### src/rtl/light_runner_pkg.sv
// Shared state codes and default timing constants for the light runner game.
package light_runner_pkg;

   typedef enum logic [1:0] {
      ST_IDLE = 2'd0,
      ST_RUN  = 2'd1,
      ST_HIT  = 2'd2,
      ST_MISS = 2'd3
   } state_t;

   localparam int LR_STEP_TICKS_INIT = 20;
   localparam int LR_STEP_TICKS_MIN  = 6;
   localparam int LR_HOLD_TICKS      = 100;
   localparam int LR_SCORE_MAX       = 99;

endpackage

### src/rtl/light_runner_rise_detect.sv
// Optional synchronizer chain followed by a one-cycle rising-edge pulse.
module rise_detect #(
   parameter int SYNC_STAGES = 2
) (
   input  logic clk_in,
   input  logic rst,
   input  logic din,
   output logic rise
);

   // sh_q[SYNC_STAGES-1] is the synchronized level, sh_q[SYNC_STAGES] its previous value
   logic [SYNC_STAGES:0] sh_q;

   always_ff @(posedge clk_in) begin
      if (rst) begin
         sh_q <= '0;
      end else begin
         sh_q <= {sh_q[SYNC_STAGES-1:0], din};
      end
   end

   assign rise = sh_q[SYNC_STAGES-1] & ~sh_q[SYNC_STAGES];

endmodule

### src/rtl/light_runner.sv
// Reaction game: a lit LED runs along the bar; catch it at TARGET_IDX with the button.
// Define LIGHT_RUNNER_SPEEDUP_EN to shorten the step period by 2 ticks after every hit.
module light_runner
   import light_runner_pkg::*;
#(
   parameter int NUM_LEDS        = 8,
   parameter int TARGET_IDX      = 4,
   parameter int STEP_TICKS_INIT = LR_STEP_TICKS_INIT,
   parameter int STEP_TICKS_MIN  = LR_STEP_TICKS_MIN,
   parameter int HOLD_TICKS      = LR_HOLD_TICKS
) (
   input  logic                clk_in,
   input  logic                rst,
   input  logic                slow_clk,
   input  logic                btn,
   output logic [NUM_LEDS-1:0] led,
   output logic [6:0]          score,
   output logic                hit,
   output logic                miss,
   output logic [1:0]          state
);

   localparam int POS_W  = (NUM_LEDS > 1) ? $clog2(NUM_LEDS) : 1;
   localparam int CNT_W  = $clog2(((STEP_TICKS_INIT > STEP_TICKS_MIN) ?
                                   STEP_TICKS_INIT : STEP_TICKS_MIN) + 1);
   localparam int HOLD_W = $clog2(HOLD_TICKS + 1);

   logic              tick, press;
   state_t            state_q, state_d;
   logic [POS_W-1:0]  pos_q, pos_d;
   logic [CNT_W-1:0]  tick_q, tick_d;
   logic [CNT_W-1:0]  period_q, period_d;
   logic [HOLD_W-1:0] hold_q, hold_d;
   logic [6:0]        score_q, score_d;
   logic              hit_q, hit_d, miss_q, miss_d;

   function automatic logic [6:0] score_inc(input logic [6:0] s);
      return (s >= 7'(LR_SCORE_MAX)) ? s : s + 7'd1;
   endfunction

   function automatic logic [CNT_W-1:0] period_after_hit(input logic [CNT_W-1:0] p);
`ifdef LIGHT_RUNNER_SPEEDUP_EN
      return (p >= CNT_W'(STEP_TICKS_MIN + 2)) ? p - CNT_W'(2) : CNT_W'(STEP_TICKS_MIN);
`else
      return p;
`endif
   endfunction

   // slow_clk is already clean, so only one capture stage before edge detect
   rise_detect #(.SYNC_STAGES(1)) u_tick (
      .clk_in (clk_in),
      .rst    (rst),
      .din    (slow_clk),
      .rise   (tick)
   );

   rise_detect #(.SYNC_STAGES(2)) u_press (
      .clk_in (clk_in),
      .rst    (rst),
      .din    (btn),
      .rise   (press)
   );

   always_ff @(posedge clk_in) begin
      if (rst) begin
         state_q  <= ST_IDLE;
         pos_q    <= '0;
         tick_q   <= '0;
         period_q <= CNT_W'(STEP_TICKS_INIT);
         hold_q   <= '0;
         score_q  <= '0;
         hit_q    <= 1'b0;
         miss_q   <= 1'b0;
      end else begin
         state_q  <= state_d;
         pos_q    <= pos_d;
         tick_q   <= tick_d;
         period_q <= period_d;
         hold_q   <= hold_d;
         score_q  <= score_d;
         hit_q    <= hit_d;
         miss_q   <= miss_d;
      end
   end

   always_comb begin
      state_d  = state_q;
      pos_d    = pos_q;
      tick_d   = tick_q;
      period_d = period_q;
      hold_d   = hold_q;
      score_d  = score_q;
      hit_d    = 1'b0;
      miss_d   = 1'b0;
      case (state_q)
         ST_IDLE: begin
            if (press) begin
               state_d  = ST_RUN;
               pos_d    = '0;
               tick_d   = '0;
               score_d  = '0;
               period_d = CNT_W'(STEP_TICKS_INIT);
            end
         end
         ST_RUN: begin
            // a press wins over a coincident step, judged on the current position
            if (press) begin
               hold_d = '0;
               if (pos_q == POS_W'(TARGET_IDX)) begin
                  state_d  = ST_HIT;
                  hit_d    = 1'b1;
                  score_d  = score_inc(score_q);
                  period_d = period_after_hit(period_q);
               end else begin
                  state_d = ST_MISS;
                  miss_d  = 1'b1;
               end
            end else if (tick) begin
               if (tick_q == period_q - CNT_W'(1)) begin
                  tick_d = '0;
                  pos_d  = (pos_q == POS_W'(NUM_LEDS - 1)) ? '0 : pos_q + POS_W'(1);
               end else begin
                  tick_d = tick_q + CNT_W'(1);
               end
            end
         end
         ST_HIT: begin
            if (tick) begin
               if (hold_q == HOLD_W'(HOLD_TICKS - 1)) begin
                  state_d = ST_RUN;
                  pos_d   = '0;
                  tick_d  = '0;
               end else begin
                  hold_d = hold_q + HOLD_W'(1);
               end
            end
         end
         ST_MISS: begin
            if (tick) begin
               if (hold_q == HOLD_W'(HOLD_TICKS - 1)) begin
                  state_d = ST_IDLE;
               end else begin
                  hold_d = hold_q + HOLD_W'(1);
               end
            end
         end
         default: state_d = ST_IDLE;
      endcase
   end

   always_comb begin
      led = '0;
      case (state_q)
         ST_RUN, ST_MISS: led[pos_q] = 1'b1;
         ST_HIT:          led = '1;
         default:         led = '0;
      endcase
   end

   assign state = state_q;
   assign score = score_q;
   assign hit   = hit_q;
   assign miss  = miss_q;

endmodule

### config.mk
export PLATFORM = sky130hd
export DESIGN_NAME = light_runner
export DESIGN_NICKNAME = d
export VERILOG_FILES = /design/src/rtl/light_runner_pkg.sv /design/src/rtl/light_runner_rise_detect.sv /design/src/rtl/light_runner.sv
export SDC_FILE = /design/constraint.sdc
export NUM_CORES = 1
export LEC_CHECK = 0
export BUFFER_PORTS_ARGS = -buffer_cell sky130_fd_sc_hd__buf_2
export CAP_MARGIN = 20
export CELL_PAD_IN_SITES_DETAIL_PLACEMENT = 1
export CELL_PAD_IN_SITES_GLOBAL_PLACEMENT = 2
export CORE_AREA = 2 2 71 73
export CTS_CLUSTER_DIAMETER = 100
export CTS_CLUSTER_SIZE = 8
export DETAILED_ROUTE_END_ITERATION = 10
export DIE_AREA = 0 0 73 75
export PLACE_DENSITY_LB_ADDON = 0.1
export REMOVE_ABC_BUFFERS = 1
export SYNTH_ARGS = -nofsm -noshare
export SYNTH_HDL_FRONTEND = slang
export SYNTH_SLANG_ARGS = --single-unit
### constraint.sdc
create_clock -name clk_in -period 3.2 [get_ports clk_in]
set_input_delay 0.48 -clock clk_in [delete_from_list [all_inputs] [get_ports clk_in]]
set_output_delay 0.48 -clock clk_in [all_outputs]
set_load 0.03 [all_outputs]
==> results.sh, run 1 <==
export IMPL_run_status="completed"
export IMPL_power_frac_seq_pct=47.2
export IMPL_initial_utilization_pct=35.5
export IMPL_critPathCaptureType="flip-flop"
export IMPL_power_share_of_the_clock_group_pct=47.1
export IMPL_rr_worst_depth=4
export IMPL_power_density_mw_per_mm2=437
export IMPL_post_drt_wl_per_cell_um=16.4
export IMPL_synth_enable_flop_cells=0
export IMPL_worst_path_stages=4
export IMPL_fraction_of_final_layout_cells_sized_beyond_drive_strength_1_pct=15.8
export IMPL_drv_cap=0
export IMPL_proportion_of_synthesized_flip_flops_having_asynchronous_set_or_reset_pct=0
export IMPL_area_growth_pct=15.6
export IMPL_worst_setup_endpoint="pos_q[2]$_SDFFE_PP0P_"
export IMPL_timing_critical_path_cells="nor2b_1 > a31oi_1 > a21oi_1 > mux2i_1"
export IMPL_diodes_inserted=0
export IMPL_gr_max_usage_layer="met2"
export IMPL_drc=0
export IMPL_aggregate_routed_wire_length_um=4520
export IMPL_pin_count=23
export IMPL_power_combinational_fraction_pct=5.6
export IMPL_globalRouteTotalUtil_pct=18.3
export IMPL_final_period_utilization_pct=69.3
export IMPL_final_hold_worst_slack_ns=0.395
export IMPL_critPathTopFamily="compound AO/OA/AOI/OAI gates"
export IMPL_design_core_area_mm2=0.00466
export IMPL_ys_seq_area_share_pct=37.5
export IMPL_final_common_cell="dfxtp_1"
export IMPL_synth_cell_type_count=45
export IMPL_synth_area_mm2=0.00166
export IMPL_mostFrequentLayoutCells="dfxtp_1, buf_2, nand2_1, a21oi_1"
export IMPL_synth_top_cells_by_area="dfxtp_1, ha_1, nand2_1, a21oi_1, nand3_1"
export IMPL_fillCellCount=575
export IMPL_syn_area_per_cell_um2=8.32
export IMPL_antenna_found_initial=0
export IMPL_rsz_0062_raised_after_global_routing="no"
export IMPL_crit_slowest_cell="dfxtp_1"
export IMPL_routabilityCongestion=0.731
export IMPL_p_switching_uw=201
export IMPL_drt_iter0_markers=51
export IMPL_setup_worst_path_start="state[0]$_SDFFE_PP0P_"
export IMPL_worst_skew_pair_late_latency_ns=0.29
export IMPL_ir_drop_mv=0.228
export IMPL_post_cts_resized_instances=0
export IMPL_setup_violations=0
export IMPL_critical_path_data_arrival_time_ns=2.43
export IMPL_ys_warn_count=0
export IMPL_cts_made_buffers=5
export IMPL_pin_count_of_the_biggest_net_entering_global_routing=27
export IMPL_vias_in_the_first_global_route=1547
export IMPL_synth_largest_area_cell="dfxtp_1"
export IMPL_grt_util_met2_pct=29.3
export IMPL_numClockSinks=31
export IMPL_netlist_instances=199
export IMPL_post_detailed_placement_half_perimeter_wirelength_um=3340
export IMPL_cts_tree="done"
export IMPL_postSynth_topFlopCell="dfxtp_1"
export IMPL_r2r_path_end="pos_q[2]$_SDFFE_PP0P_"
export IMPL_leakagePower_uw=0.000707
export IMPL_number_of_optimization_iterations_in_the_first_detailed_route_pass=4
export IMPL_ctsLongestPathBuffers=2
export IMPL_cts_hold_buffers=0
export IMPL_clk_pin_slew_ns=0.07
export IMPL_setup_tns_ns=0
export IMPL_crit_path_launch_type="flip-flop"
export IMPL_dieArea_mm2=0.00548
export IMPL_crit_path_max_incr_delay_ns=0.62
export IMPL_power_switching_fraction_pct=24.0
export IMPL_worst_path_max_fanout=16
export IMPL_skew_ns=0.00678
export IMPL_worst_slew_pin_slew_ns=0.604
export IMPL_critPathBufInv=0
export IMPL_viasPerCell=5.74
export IMPL_synth_top_area_share_pct=37.5
export IMPL_floorplan_rows=25
export IMPL_timing_hold_worst_class="in -> reg"
export IMPL_chipHeight_um=75
export IMPL_numPortBuffers=22
export IMPL_r2r_slack_ns=0.98
export IMPL_critPathKind="reg -> reg"
export IMPL_grt_use_met3_pct=4.02
export IMPL_antenna_violating_nets_post_route=0
export IMPL_horizontal_die_dimension_um=73
export IMPL_cp_data_required_time_ns=3.41
export IMPL_globalRouteOverflowTotal=0
export IMPL_grt_first_pass_wirelength_um=7550
export IMPL_clock_root_buffer="clkbuf_8"
export IMPL_synth_seq_cells=31
export IMPL_htree_num_levels=2
export IMPL_hold_viol=0
export IMPL_worstReg2RegStart="state[0]$_SDFFE_PP0P_"
export IMPL_postCtsSetupBuffers=0
export IMPL_power_internal_uw=635
export IMPL_finalMaxSlewViolations=0
export IMPL_timing_fmax_mhz=451
export IMPL_final_net_count=231
export IMPL_timing_max_slew_rel_slack_pct=59.6
export IMPL_via_count=1583
export IMPL_met1_usage_pct=24.2
export IMPL_layout_min_cycle_time_ns=2.22
[Yosys cell counts, types with 3 or more instances]
library cell and number:
o211ai_1 5, a32o_1 3, clkbuf_1 3, a21o_1 5, dfxtp_1 31, a311oi_1 3
nor2b_1 7, nand3_1 13, nand2_1 20, nand2b_1 4, nor3_1 5, mux2i_1 3
or3_1 4, inv_1 8, a21oi_1 14, ha_1 6, nor2_1 13, o21ai_0 13
buf_2 4
[final cells by class]
cell class / instances / area [um^2] / share of cell area [%]
Clock inverter: 3 / 43.8 / 2.29
Inverter: 9 / 33.8 / 1.76
Multi-Input combinational cell: 152 / 971 / 50.7
Timing Repair Buffer: 22 / 110 / 5.75
Sequential cell: 31 / 621 / 32.4
Tap cell: 54 / 67.6 / 3.53
Clock buffer: 5 / 68.8 / 3.59
[cell families (layout without fill, tap and decap cells)]
kind of cell	Yosys count	in the layout	share of synthesized area, %
compound gates	57	57	23.5
xor+xnor	2	2	1.06
fa+ha+maj	6	6	4.53
buf+inv	16	39	3.93
flops	31	31	37.5
mux	3	3	1.81
simple gates	84	84	27.7
[stage by stage]
step	power, uW	util [%]	cell area (um^2)	setup slack [ns]	instances
after floorplan	432	-	1630	1.06	192
after global placement	449	38.7	1800	1.15	268
after detailed placement	451	38.7	1800	0.985	268
after CTS	846	41.1	1920	0.949	276
after global routing	868	41.1	1920	0.689	276
final	836	41.1	1920	0.981	276
[how the worst min path moves through the flow]
| stage | from | to | cells after the start |
|---|---|---|---|
| after floorplan | u_press.sh_q[0]$_SDFF_PP0_ | u_press.sh_q[1]$_SDFF_PP0_ | 1 |
| after global placement | u_press.sh_q[0]$_SDFF_PP0_ | u_press.sh_q[1]$_SDFF_PP0_ | 1 |
| after detailed placement | u_press.sh_q[0]$_SDFF_PP0_ | u_press.sh_q[1]$_SDFF_PP0_ | 1 |
| after CTS | slow_clk | u_tick.sh_q[0]$_SDFF_PP0_ | 2 |
| after global routing | slow_clk | u_tick.sh_q[0]$_SDFF_PP0_ | 2 |
| final | slow_clk | u_tick.sh_q[0]$_SDFF_PP0_ | 2 |
[power groups by stage]
stage	clock network, uW	logic [uW]	registers, uW
floorplan	0	27.9	404
global placement	0	45.9	404
detailed placement	0	47.3	404
CTS	403	47.6	395
global route	419	52.4	396
finish	394	47.1	395
[sequential cells by signal (all words and copies together), names as in the netlist]
name and cells:
u_tick.sh_q 2, u_press.sh_q 3, miss 1, hold_q 7, pos_q 3, tick_q 5
hit 1, state 2, score 7
[per-layer routing]
metal | routed length [um] | up-vias
met5 | 0 | -
met3 | 136 | 6
li1 | - | 781
met1 | 2220 | 770
met4 | 69 | 0
met2 | 2090 | 26
Note: power is estimated with default switching activity, not from simulation.
==> inputs of run 2 (changes only) <==
- ABC_AREA: not set -> 1
- CORE_AREA: 2 2 71 73 -> 2 2 85 87
- DIE_AREA: 0 0 73 75 -> 0 0 87 89
- clock period: 3.2 -> 1.9 ns (I/O delays scaled with it)
==> results.sh, run 2 <==
export IMPL_run_status="completed"
export IMPL_numClockSinks=31
export IMPL_timing_max_slew_rel_slack_pct=78.4
export IMPL_netlist_instances=292
export IMPL_routabilityCongestion=0.737
export IMPL_placed_cell_area_mm2=0.00209
export IMPL_ys_warn_count=0
export IMPL_setup_tns_ns=0
export IMPL_preCtsSetupSlack_ns=0.234
export IMPL_drc=0
export IMPL_worstReg2RegStart="hold_q[0]$_SDFFE_PP0P_"
export IMPL_pin_count_of_the_biggest_net_entering_global_routing=21
export IMPL_viasPerCell=4.60
export IMPL_proportion_of_synthesized_flip_flops_having_asynchronous_set_or_reset_pct=0
export IMPL_leakagePower_uw=0.00104
export IMPL_aggregate_routed_wire_length_um=4990
export IMPL_yosys_area_share_simple_pct=41.4
export IMPL_antenna_violating_nets_post_route=0
export IMPL_final_net_count=331
export IMPL_power_density_mw_per_mm2=616
export IMPL_total_power_uw=1340
export IMPL_grt_first_pass_wirelength_um=8670
export IMPL_r2r_slack_ns=0.24
export IMPL_r2r_path_end="tick_q[1]$_SDFFE_PP0P_"
export IMPL_finish_instance_area_mm2=0.00218
export IMPL_post_detailed_placement_half_perimeter_wirelength_um=3780
export IMPL_rsz_0062_raised_after_global_routing="no"
export IMPL_final_common_cell="nand2_1"
export IMPL_drt_iter0_markers=26
export IMPL_worst_path_max_fanout=9
export IMPL_final_period_utilization_pct=88.4
export IMPL_globalRouteOverflowTotal=0
export IMPL_post_drt_wl_per_cell_um=12.4
export IMPL_skew_ns=0.0128
export IMPL_cts_made_buffers=5
export IMPL_horizontal_die_dimension_um=87
export IMPL_clk_pin_slew_ns=0.07
export IMPL_synth_cell_type_count=26
export IMPL_worst_skew_pair_late_latency_ns=0.28
export IMPL_synth_top_area_share_pct=33.0
export IMPL_hold_depth=3
export IMPL_worst_slew_pin_slew_ns=0.324
export IMPL_ys_seq_area_share_pct=33.0
export IMPL_syn_area_per_cell_um2=6.44
export IMPL_diodes_inserted=0
export IMPL_critPathKind="reg -> out"
export IMPL_number_of_optimization_iterations_in_the_first_detailed_route_pass=4
export IMPL_globalRouteTotalUtil_pct=14.2
export IMPL_hold_endpoint="u_press.sh_q[0]$_SDFF_PP0_"
export IMPL_yosys_area_share_xor_xnor_pct=1.86
export IMPL_fraction_of_final_layout_cells_sized_beyond_drive_strength_1_pct=15.8
export IMPL_htree_num_levels=2
export IMPL_area_growth_pct=15.8
export IMPL_numPortBuffers=22
export IMPL_drv_cap=0
export IMPL_synth_seq_cells=31
export IMPL_final_setup_worst_slack_ns=0.221
export IMPL_pin_count=23
export IMPL_design_core_area_mm2=0.00672
export IMPL_critPathCaptureType="output pin"
export IMPL_synth_area_mm2=0.00188
export IMPL_critical_path_data_arrival_time_ns=1.39
export IMPL_floorplan_rows=30
export IMPL_yosys_mux_area_fraction_pct=0
export IMPL_cts_tree="done"
export IMPL_layout_min_cycle_time_ns=1.68
export IMPL_ctsLongestPathBuffers=2
export IMPL_hold_path_startpoint="btn"
export IMPL_finalMaxSlewViolations=0
export IMPL_synth_largest_area_cell="dfxtp_1"
export IMPL_most_common_cell_in_the_netlist="nand2_1"
export IMPL_clock_root_buffer="clkbuf_8"
export IMPL_rr_worst_depth=10
export IMPL_main_combinational_cell_family_by_area_after_synthesis="simple AND/OR/NAND/NOR gates"
export IMPL_setup_violations=0
export IMPL_synth_top_cells_by_area="dfxtp_1, nand2_1, nor2_1, inv_1, nand3_1"
export IMPL_hold_viol=0
export IMPL_timing_fmax_mhz=596
export IMPL_synth_enable_flop_cells=0
export IMPL_synth_compound_area_share_pct=7.79
export IMPL_timing_hold_worst_class="in -> reg"
export IMPL_dieArea_mm2=0.00774
export IMPL_via_count=1848
export IMPL_chipHeight_um=89
export IMPL_initial_utilization_pct=28.0
export IMPL_crit_path_launch_type="flip-flop"
export IMPL_cp_data_required_time_ns=1.62
export IMPL_yosys_area_share_adder_pct=3.99
export IMPL_final_hold_worst_slack_ns=0.210
export IMPL_mostFrequentLayoutCells="nand2_1, nor2_1, inv_1, dfxtp_1, nand3_1"
export IMPL_antenna_found_initial=0
export IMPL_vias_in_the_first_global_route=1836
export IMPL_post_synth_most_frequent_cells="nand2_1, nor2_1, inv_1, dfxtp_1, nand3_1"
export IMPL_postSynth_topFlopCell="dfxtp_1"
export IMPL_ir_drop_mv=0.221
## run 2: cells by family after synthesis
group / count (synthesis)
flip-flops: 31
adder cells (fa/ha/maj): 6
buffers and inverters: 53
AO/OA/AOI/OAI: 28
AND/OR/NAND/NOR: 170
XOR/XNOR: 4
## run 2: repair_timing
item | 4_1_cts | 5_1_grt
setup endpoints to repair | 0 | 1
resized for setup | 0 | 1
hold buffers | 0 | 0
buffers inserted | 0 | 0
## run 2: cell type report
| class | instances | area, um^2 |
|---|---|---|
| multi-input combinational | 208 | 1040 |
| timing repair buffer | 27 | 148 |
| inverter | 48 | 190 |
| tap | 80 | 100 |
| fill | 885 | 4540 |
| sequential | 31 | 621 |
| clock buffer | 7 | 76.3 |
| clock inverter | 1 | 5.00 |
## run 2: power breakdown
group	total [uW]	switching [uW]	internal, uW
clock	511	254	257
combinational	150	104	45.9
sequential	680	15.3	665
total	1340	373	968
## run 2: how the worst max path moves through the flow
stage,start,end,cells after the start
floorplan,state[0]$_SDFFE_PP0P_,led[1],2
global placement,hold_q[0]$_SDFFE_PP0P_,tick_q[1]$_SDFFE_PP0P_,10
detailed placement,hold_q[0]$_SDFFE_PP0P_,tick_q[1]$_SDFFE_PP0P_,10
CTS,state[1]$_SDFFE_PP0P_,led[7],5
global route,hold_q[0]$_SDFFE_PP0P_,pos_q[0]$_SDFFE_PP0P_,9
finish,state[1]$_SDFFE_PP0P_,led[7],5
## run 2: worst max-delay path, stage by stage (launching register included)
cell,delay [ns]
dfxtp_1,0.40
inv_6,0.08
nor2_2,0.21
inv_2,0.11
o21ai_0,0.09
buf_2,0.22
## run 2: layer usage
metal,GRT usage [%],part of all wire (%),vias to the layer above
li1,-,-,972
met1,18.3,49,841
met2,23.8,46,31
met3,2.95,4.0,4
met4,4.69,0.92,0
met5,0,0,-
## run 2: per-stage QoR
| stage | std cells | utilization [%] |
|---|---|---|
| 5_1_grt | 402 | 32.4 |
| 2_1_floorplan | 287 | - |
| 3_5_place_dp | 394 | 31.2 |
| 3_3_place_gp | 394 | 31.2 |
| 4_1_cts | 402 | 32.4 |
| 6_report | 402 | 32.4 |
==> inputs of run 3 (changes only) <==
- CORE_AREA: 2 2 85 87 -> 2 2 84 86
- CTS_BUF_LIST: not set -> sky130_fd_sc_hd__clkbuf_2
- DIE_AREA: 0 0 87 89 -> 0 0 86 88
- REMOVE_ABC_BUFFERS: 1 -> not set
==> results.sh, run 3 (same netlist as run 2, synthesis figures left out) <==
export IMPL_utilization_after_layout_pct=32.4
export IMPL_final_hold_worst_slack_ns=0.0752
export IMPL_via_count=1812
export IMPL_floorplan_rows=30
export IMPL_cts_tree="done"
export IMPL_drv_cap=0
export IMPL_leakagePower_uw=0.00103
export IMPL_finish_instance_area_mm2=0.00215
export IMPL_setup_violations=0
export IMPL_number_of_optimization_iterations_in_the_first_detailed_route_pass=4
export IMPL_horizontal_die_dimension_um=86
export IMPL_timing_fmax_mhz=595
export IMPL_diodes_inserted=0
export IMPL_placed_cell_area_mm2=0.00210
export IMPL_rsz_0062_raised_after_global_routing="no"
export IMPL_pin_count_of_the_biggest_net_entering_global_routing=21
export IMPL_cts_made_buffers=5
export IMPL_viasPerCell=4.50
export IMPL_run_status="completed"
export IMPL_setup_worst_path_start="state[1]$_SDFFE_PP0P_"
export IMPL_drt_iter0_markers=63
export IMPL_fillCellCount=873
export IMPL_hold_viol=0
export IMPL_power_share_of_the_clock_group_pct=29.2
export IMPL_r2r_path_end="pos_q[0]$_SDFFE_PP0P_"
export IMPL_setup_tns_ns=0
export IMPL_rr_worst_depth=9
export IMPL_ir_drop_mv=0.245
export IMPL_fraction_of_final_layout_cells_sized_beyond_drive_strength_1_pct=17.3
export IMPL_postCtsSetupBuffers=0
export IMPL_worst_path_max_fanout=9
export IMPL_skew_ns=0.0264
export IMPL_synth_fp_nets=302
export IMPL_r2r_slack_ns=0.25
export IMPL_worst_setup_endpoint="led[2]"
export IMPL_antenna_violating_nets_post_route=0
export IMPL_p_switching_uw=378
export IMPL_area_occupied_by_multi_input_gates_mm2=0.00104
export IMPL_pin_count=23
export IMPL_clock_root_buffer="clkbuf_2"
export IMPL_initial_utilization_pct=28.3
export IMPL_antenna_found_initial=0
export IMPL_htree_num_levels=2
export IMPL_total_power_uw=1180
export IMPL_worst_slew_pin_slew_ns=0.333
export IMPL_globalRouteTotalUtil_pct=14.6
export IMPL_timing_max_slew_rel_slack_pct=77.7
export IMPL_power_switching_fraction_pct=32.1
export IMPL_ctsLongestPathBuffers=2
export IMPL_chipHeight_um=88
export IMPL_worstReg2RegStart="hold_q[1]$_SDFFE_PP0P_"
export IMPL_critPathKind="reg -> out"
export IMPL_layout_min_cycle_time_ns=1.68
export IMPL_numClockSinks=31
export IMPL_dieArea_mm2=0.00757
export IMPL_power_density_mw_per_mm2=548
export IMPL_clk_pin_slew_ns=0.20
export IMPL_drc=0
export IMPL_crit_path_launch_type="flip-flop"
export IMPL_critical_path_data_arrival_time_ns=1.40
export IMPL_globalRouteOverflowTotal=0
export IMPL_numPortBuffers=22
export IMPL_power_internal_uw=801
export IMPL_seq_area_um2=623
export IMPL_cp_data_required_time_ns=1.62
export IMPL_final_common_cell="nand2_1"
export IMPL_final_net_count=332
export IMPL_final_period_utilization_pct=88.5
export IMPL_post_drt_wl_per_cell_um=12.7
export IMPL_mostFrequentLayoutCells="nand2_1, nor2_1, inv_1, dfxtp_1, nand3_1"
export IMPL_aggregate_routed_wire_length_um=5120
export IMPL_critPathCaptureType="output pin"
export IMPL_vias_in_the_first_global_route=1863
export IMPL_area_growth_pct=14.4
export IMPL_routabilityCongestion=0.708
export IMPL_worst_skew_pair_late_latency_ns=0.38
export IMPL_power_combinational_fraction_pct=13.0
export IMPL_post_detailed_placement_half_perimeter_wirelength_um=3940
export IMPL_timing_hold_worst_class="in -> reg"
export IMPL_finalMaxSlewViolations=0
export IMPL_grt_first_pass_wirelength_um=8730
export IMPL_design_core_area_mm2=0.00664
export IMPL_power_frac_seq_pct=57.8
==> run 3: worst min-delay path by stage <==
stage / from / end / depth (start not counted)
finish: slow_clk / u_tick.sh_q[0]$_SDFF_PP0_ / 3
CTS: slow_clk / u_tick.sh_q[0]$_SDFF_PP0_ / 3
floorplan: u_press.sh_q[0]$_SDFF_PP0_ / u_press.sh_q[1]$_SDFF_PP0_ / 2
detailed placement: u_press.sh_q[0]$_SDFF_PP0_ / u_press.sh_q[1]$_SDFF_PP0_ / 2
global route: slow_clk / u_tick.sh_q[0]$_SDFF_PP0_ / 3
global placement: u_press.sh_q[0]$_SDFF_PP0_ / u_press.sh_q[1]$_SDFF_PP0_ / 2
==> run 3: layout make-up <==
type,instances,area share (%)
clock inverters,3,0.931
repair buffers,28,7.21
clock buffers,5,1.16
multi-input cells,208,48.2
well taps,80,4.65
inverters,48,8.84
flip-flops and latches,31,29.0
==> run 3: stage by stage <==
step	std cells	setup WS, ns
floorplan	292	0.121
global placement	395	0.155
detailed placement	395	0.141
CTS	403	0.0825
global route	403	0.0149
finish	403	0.218
==> run 3: routing by layer <==
| metal | global-route usage (%) | wire [um] | vias up |
|---|---|---|---|
| met1 | 18.7 | 2590 | 816 |
| li1 | - | - | 971 |
| met4 | 4.33 | 64 | 0 |
| met2 | 24.5 | 2330 | 18 |
| met3 | 3.20 | 142 | 7 |
| met5 | 0 | 0 | - |
==> run 3: worst max-delay path, stage by stage, from the launching register on <==
cell,delay (ns)
dfxtp_1,0.44
inv_6,0.08
nor2_2,0.11
inv_2,0.08
o21ai_0,0.09
buf_2,0.23
==> run 3: power groups by stage <==
stage               clock [uW]  sequential (uW)  combinational (uW)
finish                     344              681                 154
global placement             0              695                 158
floorplan                    0              695                 107
detailed placement           0              695                 158
global route               399              685                 175
CTS                        370              681                 158
==> run 3: timing repair <==
action	in CTS	in global routing
hold buffers	0	0
setup endpoints to repair	0	8
gates resized for setup	0	3
endpoints found under the hold margin	0	0
